===== src/rtl/aes_round_ctrl_if.sv =====
// ---------------------------------------------------------------------------
// aes_round_ctrl_if
// Block-level handshake bundle for the AES-128 round controller.
//
// Handshake rules (both channels):
//   A transfer happens on a rising clk edge where valid && ready are both 1.
//   The producer holds valid and its data stable until that edge.
//   The consumer may raise or lower ready freely.
//   Input channel : in_valid / in_ready carry Plaintext + Key.
//   Output channel: out_valid / out_ready carry Output.
//
// Signals
//   in_valid   plaintext/key pair valid (upstream -> controller)
//   in_ready   controller can accept a block
//   Plaintext  128-bit input block, byte 0 in bits [127:120]
//   Key        128-bit cipher key, same byte order
//   out_valid  ciphertext valid
//   out_ready  downstream accepts ciphertext
//   Output     128-bit ciphertext
// Modports
//   master : upstream/downstream side (drives the block in, takes the result)
//   slave  : the controller
// ---------------------------------------------------------------------------
interface aes_round_ctrl_if;
    logic         in_valid;
    logic         in_ready;
    logic [127:0] Plaintext;
    logic [127:0] Key;
    logic         out_valid;
    logic         out_ready;
    logic [127:0] Output;

    modport master (
        output in_valid, Plaintext, Key, out_ready,
        input  in_ready, out_valid, Output
    );

    modport slave (
        input  in_valid, Plaintext, Key, out_ready,
        output in_ready, out_valid, Output
    );
endinterface


===== src/rtl/aes_round_ctrl.sv =====
// ---------------------------------------------------------------------------
// aes_round_ctrl
// Iterative AES-128 encryption sequencer. Holds the 128-bit state and the
// round key, and steps an external combinational round datapath plus an
// external key-expansion step through rounds 1..NR, one round per clock.
//
// Ports
//   clk, rst_n  clock (rising edge) / asynchronous active-low reset
//   host        aes_round_ctrl_if.slave: block in, ciphertext out
//   abort       synchronous abandon of the current block, any state
//   dp_state    state register, drives the round datapath
//   dp_last     final round; datapath must skip MixColumns
//   round_key   round-key register, drives key expansion
//   rcon        round constant for the key-expansion step
//   next_key    key expansion result: round key for round_idx
//   round_in    datapath result: round(dp_state, next_key)
//   round_idx   current round number, 0 when idle
//   busy        high while a block is in flight (ROUND or DONE)
//   dbg_state   encoded FSM state (0 IDLE, 1 ROUND, 2 DONE)
// ---------------------------------------------------------------------------
module aes_round_ctrl #(
    parameter int NR = 10
) (
    input  logic                 clk,
    input  logic                 rst_n,
    aes_round_ctrl_if.slave      host,
    input  logic                 abort,
    output logic [127:0]         dp_state,
    output logic                 dp_last,
    output logic [127:0]         round_key,
    output logic [7:0]           rcon,
    input  logic [127:0]         next_key,
    input  logic [127:0]         round_in,
    output logic [3:0]           round_idx,
    output logic                 busy,
    output logic [1:0]           dbg_state
);

    localparam logic [3:0] LAST_ROUND = 4'(NR);

    typedef enum logic [1:0] {
        IDLE  = 2'd0,
        ROUND = 2'd1,
        DONE  = 2'd2
    } state_t;

    state_t state;
    state_t state_nxt;
    logic   accept;

    // abort beats in_valid, so an aborted IDLE cycle never samples a block.
    assign accept = (state == IDLE) && host.in_valid && !abort;

    // State register
    always_ff @(posedge clk or negedge rst_n) begin
        if (!rst_n) begin
            state <= IDLE;
        end else begin
            state <= state_nxt;
        end
    end

    // Next-state logic
    always_comb begin
        state_nxt = state;
        if (abort) begin
            state_nxt = IDLE;
        end else begin
            case (state)
                IDLE:    if (host.in_valid)            state_nxt = ROUND;
                ROUND:   if (round_idx == LAST_ROUND)  state_nxt = DONE;
                DONE:    if (host.out_ready)           state_nxt = IDLE;
                default:                               state_nxt = IDLE;
            endcase
        end
    end

    // Outputs. in_ready is gated by rst_n so it reads 0 while reset is held
    // and rises straight out of IDLE once reset releases.
    always_comb begin
        host.in_ready  = rst_n && (state == IDLE);
        host.out_valid = (state == DONE);
        host.Output    = (state == DONE) ? dp_state : '0;
        busy           = (state != IDLE);
        dp_last        = (state == ROUND) && (round_idx == LAST_ROUND);
        dbg_state      = state;
    end

    // Data registers. On abort only the round counter is cleared; state and
    // key are left as they were since nothing downstream can observe them.
    always_ff @(posedge clk or negedge rst_n) begin
        if (!rst_n) begin
            dp_state  <= '0;
            round_key <= '0;
            round_idx <= '0;
        end else if (abort) begin
            round_idx <= '0;
        end else begin
            case (state)
                IDLE: begin
                    if (accept) begin
                        dp_state  <= host.Plaintext ^ host.Key;
                        round_key <= host.Key;
                        round_idx <= 4'd1;
                    end
                end
                ROUND: begin
                    dp_state  <= round_in;
                    round_key <= next_key;
                    if (round_idx != LAST_ROUND) begin
                        round_idx <= round_idx + 4'd1;
                    end
                end
                DONE: begin
                    if (host.out_ready) begin
                        round_idx <= '0;
                    end
                end
                default: round_idx <= '0;
            endcase
        end
    end

    // Round constant for the key-expansion step that produces round_idx's key.
    always_comb begin
        case (round_idx)
            4'd1:    rcon = 8'h01;
            4'd2:    rcon = 8'h02;
            4'd3:    rcon = 8'h04;
            4'd4:    rcon = 8'h08;
            4'd5:    rcon = 8'h10;
            4'd6:    rcon = 8'h20;
            4'd7:    rcon = 8'h40;
            4'd8:    rcon = 8'h80;
            4'd9:    rcon = 8'h1b;
            4'd10:   rcon = 8'h36;
            default: rcon = 8'h00;
        endcase
    end

endmodule


===== src/flat_wrapper.sv =====
// flat-port wrapper written by rule: the top's interface ports become plain ports
module aes_round_ctrl_flat 
#(
    parameter int NR = 10
)
  (clk, rst_n, abort, dp_state, dp_last, round_key, rcon, next_key, round_in, round_idx, busy, dbg_state, host_in_valid, host_Plaintext, host_Key, host_out_ready, host_in_ready, host_out_valid, host_Output);
  aes_round_ctrl_if host_i ();
  input  logic clk;
  input  logic rst_n;
  input  logic abort;
  output logic [127:0] dp_state;
  output logic dp_last;
  output logic [127:0] round_key;
  output logic [7:0] rcon;
  input  logic [127:0] next_key;
  input  logic [127:0] round_in;
  output logic [3:0] round_idx;
  output logic busy;
  output logic [1:0] dbg_state;
  input wire logic [$bits(host_i.in_valid)-1:0] host_in_valid;
  input wire logic [$bits(host_i.Plaintext)-1:0] host_Plaintext;
  input wire logic [$bits(host_i.Key)-1:0] host_Key;
  input wire logic [$bits(host_i.out_ready)-1:0] host_out_ready;
  output wire logic [$bits(host_i.in_ready)-1:0] host_in_ready;
  output wire logic [$bits(host_i.out_valid)-1:0] host_out_valid;
  output wire logic [$bits(host_i.Output)-1:0] host_Output;
  assign host_i.in_valid = host_in_valid;
  assign host_i.Plaintext = host_Plaintext;
  assign host_i.Key = host_Key;
  assign host_i.out_ready = host_out_ready;
  assign host_in_ready = host_i.in_ready;
  assign host_out_valid = host_i.out_valid;
  assign host_Output = host_i.Output;
  aes_round_ctrl #(.NR(NR)) u_core (.clk(clk), .rst_n(rst_n), .host(host_i), .abort(abort), .dp_state(dp_state), .dp_last(dp_last), .round_key(round_key), .rcon(rcon), .next_key(next_key), .round_in(round_in), .round_idx(round_idx), .busy(busy), .dbg_state(dbg_state));
endmodule

===== config.mk =====
export PLATFORM = sky130hd
export DESIGN_NAME = aes_round_ctrl_flat
export DESIGN_NICKNAME = d
export VERILOG_FILES = /design/src/rtl/aes_round_ctrl_if.sv /design/src/rtl/aes_round_ctrl.sv /design/src/flat_wrapper.sv
export SDC_FILE = /design/constraint.sdc
export NUM_CORES = 1
export LEC_CHECK = 0
export CORE_AREA = 2 2 361 363
export CTS_CLUSTER_DIAMETER = 120
export DETAILED_ROUTE_END_ITERATION = 6
export DIE_AREA = 0 0 363 365
export HOLD_SLACK_MARGIN = 0.05
export SYNTH_ARGS = -nofsm -noshare
export SYNTH_HDL_FRONTEND = slang
export SYNTH_SLANG_ARGS = --single-unit
export TNS_END_PERCENT = 20

===== constraint.sdc =====
create_clock -name clk -period 2.4 [get_ports clk]
set_input_delay 0.24 -clock clk [delete_from_list [all_inputs] [get_ports clk]]
set_output_delay 0.24 -clock clk [all_outputs]
set_load 0.02 [all_outputs]

==> flow_metrics.env <==
export IMPL_post_route_period_util=0.954
export IMPL_grt_pass1_wl_um=106000
export IMPL_clkLatencyLatePin_ns=0.57
export IMPL_hold_worst_slack_ns=0.322
export IMPL_synthDistinctLibCells=34
export IMPL_synth_edff_count=0
export IMPL_drt_initial_drc_count=430
export IMPL_ir_drop_v=0.000336
export IMPL_via_count=12881
export IMPL_finish_net_count=2637
export IMPL_cap_violations=0
export IMPL_row_count=132
export IMPL_firstDrtPassIters=4
export IMPL_io_pins=919
export IMPL_drc=0
export IMPL_crit_fanout=67
export IMPL_tightest_slew_ns=1.02
export IMPL_hp_class="primary input to asynchronous set/reset pin"
export IMPL_outcome="completed"
export IMPL_io_buffers=918
export IMPL_cts_tree="done"
export IMPL_grt_pass1_vias=13753
export IMPL_avgSynthCellArea_um2=14.4
export IMPL_finalSetupTns_ns=0
export IMPL_clk_path_buf_depth=3
export IMPL_multi_input_area_um2=9340
export IMPL_final_common_cell="clkdlybuf4s50_1"
export IMPL_drtAntennaViolNets=0
export IMPL_dieArea_um2=132000
export IMPL_layout_common_cells="clkdlybuf4s50_1 (774), mux2_4 (340), dfrtp_1 (261), mux2_2 (173), and2_1 (130)"
export IMPL_slew_headroom=0.323
export IMPL_powerDensity_nw_per_um2=651
export IMPL_start_util=0.129
export IMPL_cp_end_kind="output pin"
export IMPL_cts_clk_slew_worst_paths_ns=0.06
export IMPL_areaGrowthSynthToFinish_pct=75.7
export IMPL_cts_buffers=36
export IMPL_viasPerCell=3.37
export IMPL_finalHoldViolCount=0
export IMPL_power_mw=19.0
export IMPL_ys_async_sr_fraction=1.00
export IMPL_rsz0062_at_grt="true"
export IMPL_layout_min_cycle_time_ns=2.29
export IMPL_netlist_area_um2=16600
export IMPL_ys_warn_count=0
export IMPL_die_x_um=363
export IMPL_drive_gt1_frac=0.319
export IMPL_crit_required_ns=2.16
export IMPL_gp_congestion=0.872
export IMPL_routed_wl_um=79200
export IMPL_worstSetupStartpointType="flop"
export IMPL_critPathKind="flop to output pin"
export IMPL_syn_inst=1155
export IMPL_crit_arrival_ns=2.05
export IMPL_leakagePower_nw=12.6
export IMPL_grt_overflow=0
export IMPL_cts_sinks=262
export IMPL_skew_ns=0.0170
export IMPL_cts_root_buf="clkbuf_16"
export IMPL_h_tree_depth=2
export IMPL_slew_violations=0
export IMPL_max_freq_mhz=437
export IMPL_dp_hpwl_um=65500
export IMPL_yosysSeqAreaShare=0.394
export IMPL_setup_viol=0
export IMPL_synth_ff_latch_count=262
export IMPL_synthesis_nets=1678
export IMPL_die_y_um=365
export IMPL_grt_max_degree=121
export IMPL_grtUsageTotal=0.113
export IMPL_nFillCells=13726
export IMPL_final_util=0.227
export IMPL_core_area_um2=129000
export IMPL_synth_flop_cell="dfrtp_1"
export IMPL_routedWlPerCell_um=20.7
export IMPL_seqCellArea_um2=6560
export IMPL_antenna_found_initial=7
per-layer routing:
layer	part of all wire	global-route usage
met3	0.078	0.0321
met1	0.42	0.142
met2	0.48	0.189
met4	0.021	0.0295
met5	0.00027	0
area by class of cell:
class | count | share of cell area
Timing Repair Buffer | 995 | 0.340
Clock buffer | 53 | 0.0365
Clock inverter | 13 | 0.00634
Sequential cell | 262 | 0.225
Tap cell | 1675 | 0.0718
Multi-Input combinational cell | 813 | 0.320
Antenna cell | 4 | 0.000343
Inverter | 6 | 0.000771
worst paths after layout:
kind | slack, ns | end | cells past startpoint | start
min reg2reg | 0.51 | u_core.round_key[64]$_DFFE_PN0P_ | 1 | u_core.round_key[64]$_DFFE_PN0P_
max in group asynchronous | 0.83 | u_core.round_idx[0]$_DFFE_PN0P_ | 4 | rst_n
max | 0.11 | host_Output[107] | 4 | u_core.dbg_state[0]$_DFFE_PN0P_
min | 0.32 | u_core.round_key[94]$_DFFE_PN0P_ | 3 | rst_n
min in group clk | 0.40 | u_core.dbg_state[1]$_DFFE_PN0P_ | 3 | host_out_ready
max reg2reg | 0.36 | u_core.round_key[112]$_DFFE_PN0P_ | 6 | u_core.dbg_state[1]$_DFFE_PN0P_
report_power, final:
group / switching [mW] / internal, mW
Combinational: 3.02 / 4.07
Clock: 2.25 / 3.53
Sequential: 0.851 / 5.28
cell families after synthesis:
logic type                 after synthesis  synth area share
and+or+nand+nor                        151            0.0567
buffers and inverters                   80            0.0455
xor gates and xnor gates               129            0.0680
AOI/OAI and AO/OA                       14           0.00655
adders and majority gates                6           0.00452
DFF                                    262             0.394
muxes                                  513             0.424
per-stage QoR:
| step | worst slack (ns) | cells | cell area [um2] |
|---|---|---|---|
| 3_3_place_gp | 0.253 | 3749 | 28100 |
| 2_1_floorplan | 0.591 | 1155 | 16600 |
| 6_report | 0.110 | 3821 | 29200 |
| 5_1_grt | -0.0238 | 3818 | 29200 |
| 3_5_place_dp | 0.237 | 3749 | 28100 |
| 4_1_cts | 0.00278 | 3816 | 29200 |
flip-flops by register name, summed over array words and instances, names as in the netlist:
name	cells
u_core.dbg_state	2
u_core.dp_state	128
u_core.round_idx	4
u_core.round_key	128
cell usage after synthesis, types with 2 or more instances:
cell | n | share of area
xor2_1 | 129 | 0.068
nor2b_1 | 5 | 0.0019
o2bb2ai_1 | 2 | 0.0011
o22ai_1 | 2 | 0.00075
buf_2 | 4 | 0.0012
mux2_4 | 340 | 0.31
nand2_1 | 2 | 0.00045
o21a_1 | 2 | 0.00090
buf_6 | 45 | 0.030
ha_1 | 6 | 0.0045
buf_8 | 10 | 0.0090
mux2_2 | 173 | 0.12
dfrtp_1 | 262 | 0.39
nor2_1 | 4 | 0.00090
inv_1 | 6 | 0.0014
clkbuf_1 | 15 | 0.0034
nand3_1 | 2 | 0.00060
and2_1 | 130 | 0.049
worst max-delay path, cell delays in order (launching register included):
cell and delay, ns:
dfrtp_1 0.44, nor2b_4 0.19, buf_12 0.24, and2_1 0.17, dlygate4sd2_1 0.34
repair_timing:
item                                    4_1_cts  5_1_grt
endpoints found under the hold margin        56        0
pin swaps                                     0        1
buffers inserted                              0        1
resized for setup                           138       72
endpoints found under the setup margin      133       59
hold buffers                                  1        0
No activity file was read; power rests on OpenSTA's default activity.
